===== src/rtl/ram_prog_pkg.sv =====
//------------------------------------------------------------------------------
// Module   : ram_prog_pkg
// Purpose  : Shared types and defaults for the program-RAM loader slice.
// Revision : 1.0 - initial release
//------------------------------------------------------------------------------
`default_nettype none

package ram_prog_pkg;

    localparam int   c_ADDR_BITS = 4;
    localparam int   c_RAM_BYTES = 16;
    localparam int   c_DATA_BITS = 8;

    // Idle (inactive) levels of the active-low RAM strobes
    localparam logic c_LR_N_RST  = 1'b1;
    localparam logic c_CE_N_RST  = 1'b1;

    typedef enum logic [2:0] {
        IDLE     = 3'd0,
        LOAD     = 3'd1,
        LFLUSH   = 3'd2,
        RD_ISSUE = 3'd3,
        RD_CAPT  = 3'd4,
        RD_OUT   = 3'd5,
        DONE     = 3'd6
    } state_t;

endpackage

`default_nettype wire


===== src/rtl/ram_prog_csum.sv =====
//------------------------------------------------------------------------------
// Module   : ram_prog_csum
// Purpose  : Wrap-around byte accumulator with synchronous clear and add enable.
// Revision : 1.0 - initial release
//------------------------------------------------------------------------------
`default_nettype none

module ram_prog_csum
    import ram_prog_pkg::*;
#(
    parameter int DATA_BITS = c_DATA_BITS
) (
    input  logic                 clk,
    input  logic                 rst,
    input  logic                 i_clr,
    input  logic                 i_add_en,
    input  logic [DATA_BITS-1:0] i_add_val,
    output logic [DATA_BITS-1:0] o_sum
);

    logic [DATA_BITS-1:0] r_sum;

    always_ff @(posedge clk or posedge rst) begin
        if (rst) begin
            r_sum <= '0;
        end else if (i_clr) begin
            r_sum <= '0;
        end else if (i_add_en) begin
            r_sum <= r_sum + i_add_val;
        end
    end

    assign o_sum = r_sum;

endmodule

`default_nettype wire


===== src/rtl/ram_prog_loader.sv =====
//------------------------------------------------------------------------------
// Module   : ram_prog_loader
// Purpose  : Loads the program RAM from a byte stream and dumps it back out,
//            keeping a running mod-256 checksum of the transfer.
// Revision : 1.0 - initial release
//------------------------------------------------------------------------------
`default_nettype none

module ram_prog_loader
    import ram_prog_pkg::*;
#(
    parameter int ADDR_BITS = c_ADDR_BITS,
    parameter int RAM_BYTES = c_RAM_BYTES,
    parameter int DATA_BITS = c_DATA_BITS
) (
    input  logic                 clk,
    input  logic                 rst,
    input  logic                 start_load,
    input  logic                 start_dump,
    input  logic [DATA_BITS-1:0] in_data,
    input  logic                 in_valid,
    output logic                 in_ready,
    output logic [DATA_BITS-1:0] out_data,
    output logic                 out_valid,
    input  logic                 out_ready,
    output logic                 busy,
    output logic                 done,
    output logic [DATA_BITS-1:0] checksum,
    output logic [ADDR_BITS-1:0] mar,
    output logic [DATA_BITS-1:0] ram_wdata,
    output logic                 lr_n,
    output logic                 ce_n,
    input  logic [DATA_BITS-1:0] ram_rdata
);

    localparam logic [ADDR_BITS:0] c_LAST_PTR = (ADDR_BITS+1)'(RAM_BYTES - 1);

    state_t                 r_state,     w_state_nxt;
    logic [ADDR_BITS:0]     r_ptr,       w_ptr_nxt;
    logic [ADDR_BITS:0]     w_ptr_inc;
    logic [ADDR_BITS-1:0]   r_mar,       w_mar_nxt;
    logic [DATA_BITS-1:0]   r_wdata,     w_wdata_nxt;
    logic [DATA_BITS-1:0]   r_out_data,  w_out_data_nxt;
    logic                   r_lr_n,      w_lr_n_nxt;
    logic                   r_ce_n,      w_ce_n_nxt;
    logic                   r_out_valid, w_out_valid_nxt;
    logic                   w_csum_clr;
    logic                   w_csum_add;
    logic [DATA_BITS-1:0]   w_csum_val;

    assign w_ptr_inc = r_ptr + (ADDR_BITS+1)'(1);

    always_ff @(posedge clk or posedge rst) begin
        if (rst) begin
            r_state     <= IDLE;
            r_ptr       <= '0;
            r_mar       <= '0;
            r_wdata     <= '0;
            r_out_data  <= '0;
            r_lr_n      <= c_LR_N_RST;
            r_ce_n      <= c_CE_N_RST;
            r_out_valid <= 1'b0;
        end else begin
            r_state     <= w_state_nxt;
            r_ptr       <= w_ptr_nxt;
            r_mar       <= w_mar_nxt;
            r_wdata     <= w_wdata_nxt;
            r_out_data  <= w_out_data_nxt;
            r_lr_n      <= w_lr_n_nxt;
            r_ce_n      <= w_ce_n_nxt;
            r_out_valid <= w_out_valid_nxt;
        end
    end

    // Strobes default to inactive, so each is low for exactly one cycle per request
    always_comb begin
        w_state_nxt     = r_state;
        w_ptr_nxt       = r_ptr;
        w_mar_nxt       = r_mar;
        w_wdata_nxt     = r_wdata;
        w_out_data_nxt  = r_out_data;
        w_lr_n_nxt      = c_LR_N_RST;
        w_ce_n_nxt      = c_CE_N_RST;
        w_out_valid_nxt = r_out_valid;
        w_csum_clr      = 1'b0;
        w_csum_add      = 1'b0;
        w_csum_val      = in_data;

        case (r_state)
            IDLE: begin
                if (start_load) begin
                    w_state_nxt = LOAD;
                    w_ptr_nxt   = '0;
                    w_csum_clr  = 1'b1;
                end else if (start_dump) begin
                    w_state_nxt = RD_ISSUE;
                    w_ptr_nxt   = '0;
                    w_mar_nxt   = '0;
                    w_ce_n_nxt  = 1'b0;
                    w_csum_clr  = 1'b1;
                end
            end
            LOAD: begin
                if (in_valid) begin
                    w_mar_nxt   = r_ptr[ADDR_BITS-1:0];
                    w_wdata_nxt = in_data;
                    w_lr_n_nxt  = 1'b0;
                    w_csum_add  = 1'b1;
                    w_ptr_nxt   = w_ptr_inc;
                    if (r_ptr == c_LAST_PTR) begin
                        w_state_nxt = LFLUSH;
                    end
                end
            end
            LFLUSH: begin
                w_state_nxt = DONE;
            end
            RD_ISSUE: begin
                w_state_nxt = RD_CAPT;
            end
            RD_CAPT: begin
                w_out_data_nxt  = ram_rdata;
                w_out_valid_nxt = 1'b1;
                w_csum_add      = 1'b1;
                w_csum_val      = ram_rdata;
                w_state_nxt     = RD_OUT;
            end
            RD_OUT: begin
                if (out_ready) begin
                    w_out_valid_nxt = 1'b0;
                    w_ptr_nxt       = w_ptr_inc;
                    if (r_ptr == c_LAST_PTR) begin
                        w_state_nxt = DONE;
                    end else begin
                        // Next read address and enable go out together, one cycle ahead
                        w_state_nxt = RD_ISSUE;
                        w_mar_nxt   = w_ptr_inc[ADDR_BITS-1:0];
                        w_ce_n_nxt  = 1'b0;
                    end
                end
            end
            DONE: begin
                w_state_nxt = IDLE;
            end
            default: begin
                w_state_nxt = IDLE;
            end
        endcase
    end

    ram_prog_csum #(
        .DATA_BITS (DATA_BITS)
    ) u_csum (
        .clk       (clk),
        .rst       (rst),
        .i_clr     (w_csum_clr),
        .i_add_en  (w_csum_add),
        .i_add_val (w_csum_val),
        .o_sum     (checksum)
    );

    assign in_ready  = (r_state == LOAD);
    assign busy      = (r_state != IDLE);
    assign done      = (r_state == DONE);
    assign out_data  = r_out_data;
    assign out_valid = r_out_valid;
    assign mar       = r_mar;
    assign ram_wdata = r_wdata;
    assign lr_n      = r_lr_n;
    assign ce_n      = r_ce_n;

endmodule

`default_nettype wire

===== config.mk =====
export PLATFORM = sky130hd
export DESIGN_NAME = ram_prog_loader
export DESIGN_NICKNAME = d
export VERILOG_FILES = /design/src/rtl/ram_prog_pkg.sv /design/src/rtl/ram_prog_csum.sv /design/src/rtl/ram_prog_loader.sv
export SDC_FILE = /design/constraint.sdc
export NUM_CORES = 1
export LEC_CHECK = 0
export CAP_MARGIN = 20
export CORE_MARGIN = 2
export CORE_UTILIZATION = 48
export CTS_CLUSTER_DIAMETER = 40
export CTS_CLUSTER_SIZE = 30
export DETAILED_ROUTE_END_ITERATION = 8
export PLACE_DENSITY = 0.8
export SYNTH_ARGS = -nofsm -noshare
export SYNTH_HDL_FRONTEND = slang
export SYNTH_SLANG_ARGS = --single-unit

===== constraint.sdc =====
create_clock -name clk -period 3.1 [get_ports clk]
set_clock_uncertainty 0.05 [all_clocks]
set_input_delay 0.775 -clock clk [delete_from_list [all_inputs] [get_ports clk]]
set_output_delay 0.775 -clock clk [all_outputs]
set_load 0.02 [all_outputs]

==> metrics.txt <==
# setup viols final 0; Fin Setup TNS 0 ns; most frequent cells in the layout nand2_1 (55), clkdlybuf4s50_1 (55), dfrtp_1 (37); Die H 69.98 um; fill cell count 339; largest area contributor in the netlist dfrtp_1; Vias/cell 5.347; maximum achievable frequency 342.9 MHz; RePlAce Congestion 0.9411; minimum clock period 2.916 ns; FF-to-FF setup slack 0.18 ns; power consumption 0.002804 W; WHS 0.4279 ns; H-tree levels 2; clock slew at reported path FFs 0.08 ns; I/O pin total 56; chip width 69.98 um; antenna diode count 0; CTS Hold Bufs 0; total number of yosys warnings 0; run status finished clean; CP cell instances buf_4 > inv_1 > and3_1 > nand2_1 > nand2_1 > ha_1 > nor2b_1 > o21ai_0 > a21oi_1 > or4_1 > a32o_1; unrepaired setup endpoints after global routing no; Synth Register Bits 39; Synth area leaders dfrtp_1 (44%), nand2_1 (9.9%), mux2_2 (7.0%); PnR worst setup slack 0.1840 ns; Max Cap Viol 0; Worst Hold Path Cells 2; Netlist Area Pre-Place 0.002090 mm^2; Post-CTS Setup Inserts 0; Skew-Pair Late Insertion Delay 0.29 ns; DR DRC count 0; HP Start out_data[4]$_DFFE_PP0P_; CTS Buf Count 5; Crit Reg-Reg Endpoint u_csum.o_sum[6]$_DFFE_PP0P_; pre-CTS setup slack -0.008738 ns; R2R Path Start r_state[0]$_DFFE_PP0P_; Leakage Power 1.331 nW; number of port buffers 55; cells on worst reg2reg path 11; slowest stage cell, crit path or4_1; Setup crit start kind register; critical path class reg -> reg; largest net degree at the start of global routing 40; # rows 23; cts repair resizes 0; syn nets 258; slew margin rel. 61.22%; Fin. Hold Viols 0; maximum vdd drop 0.4530 mV; initial drt markers 91; Max stage delay on crit path 0.49 ns; CP Data Required Time 3.23 ns; total number of vias 1802; Avg Inst Size Synth 9.246 um^2; share of cells above drive strength 1 11.15%; Syn Inst Count 226; maximum fanout along the worst path 15; endpoint type of the worst setup path register; die area 0.004897 mm^2; period utilization 94.06%; Core Region 0.004086 mm^2; Detail Route Antenna Nets 0; Synth async-reset ratio 100.0%; hpwl dp 3654 um; Final nets 318; Hold Path Class reg -> reg; number of flops mapped to enable cells by yosys 0; WP buf/inv 2; GRT overflow 0; Clock Path Buffers 2; Power Density 992.0 mW/mm^2; clk root buf clkbuf_8; Initial Util 51.13%; final WL 4863 um; cell family with most CP delay simple AND/OR/NAND/NOR gates; Worst Path Arrival 3.05 ns; Yosys top cell area share 44.31%; Slew Limit Fails 0; TritonCTS clock tree yes; vias in the first global route 1721; Area growth, synth to finish 35.27%; GRT Resource Usage Total 20.63%; Synth cell types 40; CP most frequent cell nand2_1; initial antenna violation count 0; WHS Endpoint out_data[4]$_DFFE_PP0P_; DR pass1 iterations 4; sequential fraction of the synthesis area 46.83%; Num Clock Sinks 39; Least-Margin Pin Slew 0.5755 ns; Post-synth top flop dfrtp_1; global-route wire length before repair 8031 um; Routed wire per std cell 14.43 um
==> worst reg2reg max path: stages, from the launching register on <==
cell and delay, ns:
dfrtp_1 0.37, buf_4 0.18, inv_1 0.11, and3_1 0.39, nand2_1 0.12, nand2_1 0.08, ha_1 0.26, nor2b_1 0.14
o21ai_0 0.23, a21oi_1 0.14, or4_1 0.49, a32o_1 0.25
==> power by group <==
part	internal [W]	total, W	switching (W)
clock network	0.000240	0.000421	0.000181
logic	0.000720	0.00149	0.000766
registers	0.000740	0.000897	0.000158
total	0.00170	0.00280	0.00110
==> routing by layer <==
metal  vias to the layer above  global-route usage [%]  part of all wire (%)  routed length (um)
met5                         -                       0                     0                   0
met4                         0                   7.051                   1.9                  91
met3                         7                   4.185                   6.1                 298
met2                        63                   35.66                    49                2384
met1                       845                   25.65                    43                2088
li1                        887                       -                     -                   -
==> worst max path at each step <==
stage,startpoint,endpoint,slack [ns],cells after the start
floorplan,r_state[0]$_DFFE_PP0P_,u_csum.o_sum[6]$_DFFE_PP0P_,0.24,13
global placement,in_data[0],u_csum.o_sum[6]$_DFFE_PP0P_,0.11,11
detailed placement,in_data[0],u_csum.o_sum[6]$_DFFE_PP0P_,-0.009,11
CTS,r_state[0]$_DFFE_PP0P_,u_csum.o_sum[6]$_DFFE_PP0P_,0.22,11
global route,r_state[0]$_DFFE_PP0P_,u_csum.o_sum[6]$_DFFE_PP0P_,0.02,13
finish,r_state[0]$_DFFE_PP0P_,u_csum.o_sum[6]$_DFFE_PP0P_,0.18,11
==> synth_stat cells, types with 2 or more instances <==
| cell type | instances |
|---|---|
| mux2i_1 | 2 |
| nor2b_1 | 2 |
| a31oi_1 | 2 |
| nand2_1 | 55 |
| mux2_2 | 13 |
| nor2_1 | 14 |
| or3_1 | 2 |
| a21o_1 | 2 |
| dfrtp_1 | 37 |
| xnor2_1 | 4 |
| dfstp_2 | 2 |
| nand2b_1 | 3 |
| a21oi_1 | 7 |
| o31ai_1 | 2 |
| ha_1 | 9 |
| xor2_1 | 5 |
| a211oi_1 | 2 |
| buf_2 | 3 |
| o21ai_0 | 17 |
| and3_1 | 5 |
| nand3_1 | 5 |
| clkbuf_1 | 4 |
| inv_1 | 12 |
==> per-stage QoR <==
stage	cell area (um^2)	utilization [%]	cells
finish	2826	69.17	337
global route	2826	69.17	337
CTS	2826	69.17	337
detailed placement	2714	66.41	329
global placement	2714	66.41	329
floorplan	2090	-	226
==> registers in the layout, indices dropped and copies added, names as in the netlist <==
name,count
lr_n,1
ce_n,1
out_data,8
u_csum.o_sum,8
mar,4
r_state,3
out_valid,1
r_ptr,5
ram_wdata,8
==> kinds of logic after synthesis <==
| kind of cell | count (synthesis) | synth area share, % |
|---|---|---|
| AOI/OAI and AO/OA | 38 | 10.96 |
| DFF | 39 | 46.83 |
| buffers and inverters | 20 | 3.772 |
| and+or+nand+nor | 95 | 20.36 |
| muxes | 15 | 7.964 |
| adders and majority gates | 10 | 6.347 |
| xor gates and xnor gates | 9 | 3.772 |
==> layout make-up <==
cell class	count	area, um^2	share of cell area (%)
multi-input combinational	167	1032	36.52
sequential	39	978.4	34.62
timing repair buffer	61	595.6	21.07
clock buffer	5	68.82	2.435
tap	50	62.56	2.213
inverter	12	45.04	1.594
clock inverter	3	43.79	1.549
Note: power is estimated with default switching activity, not from simulation.
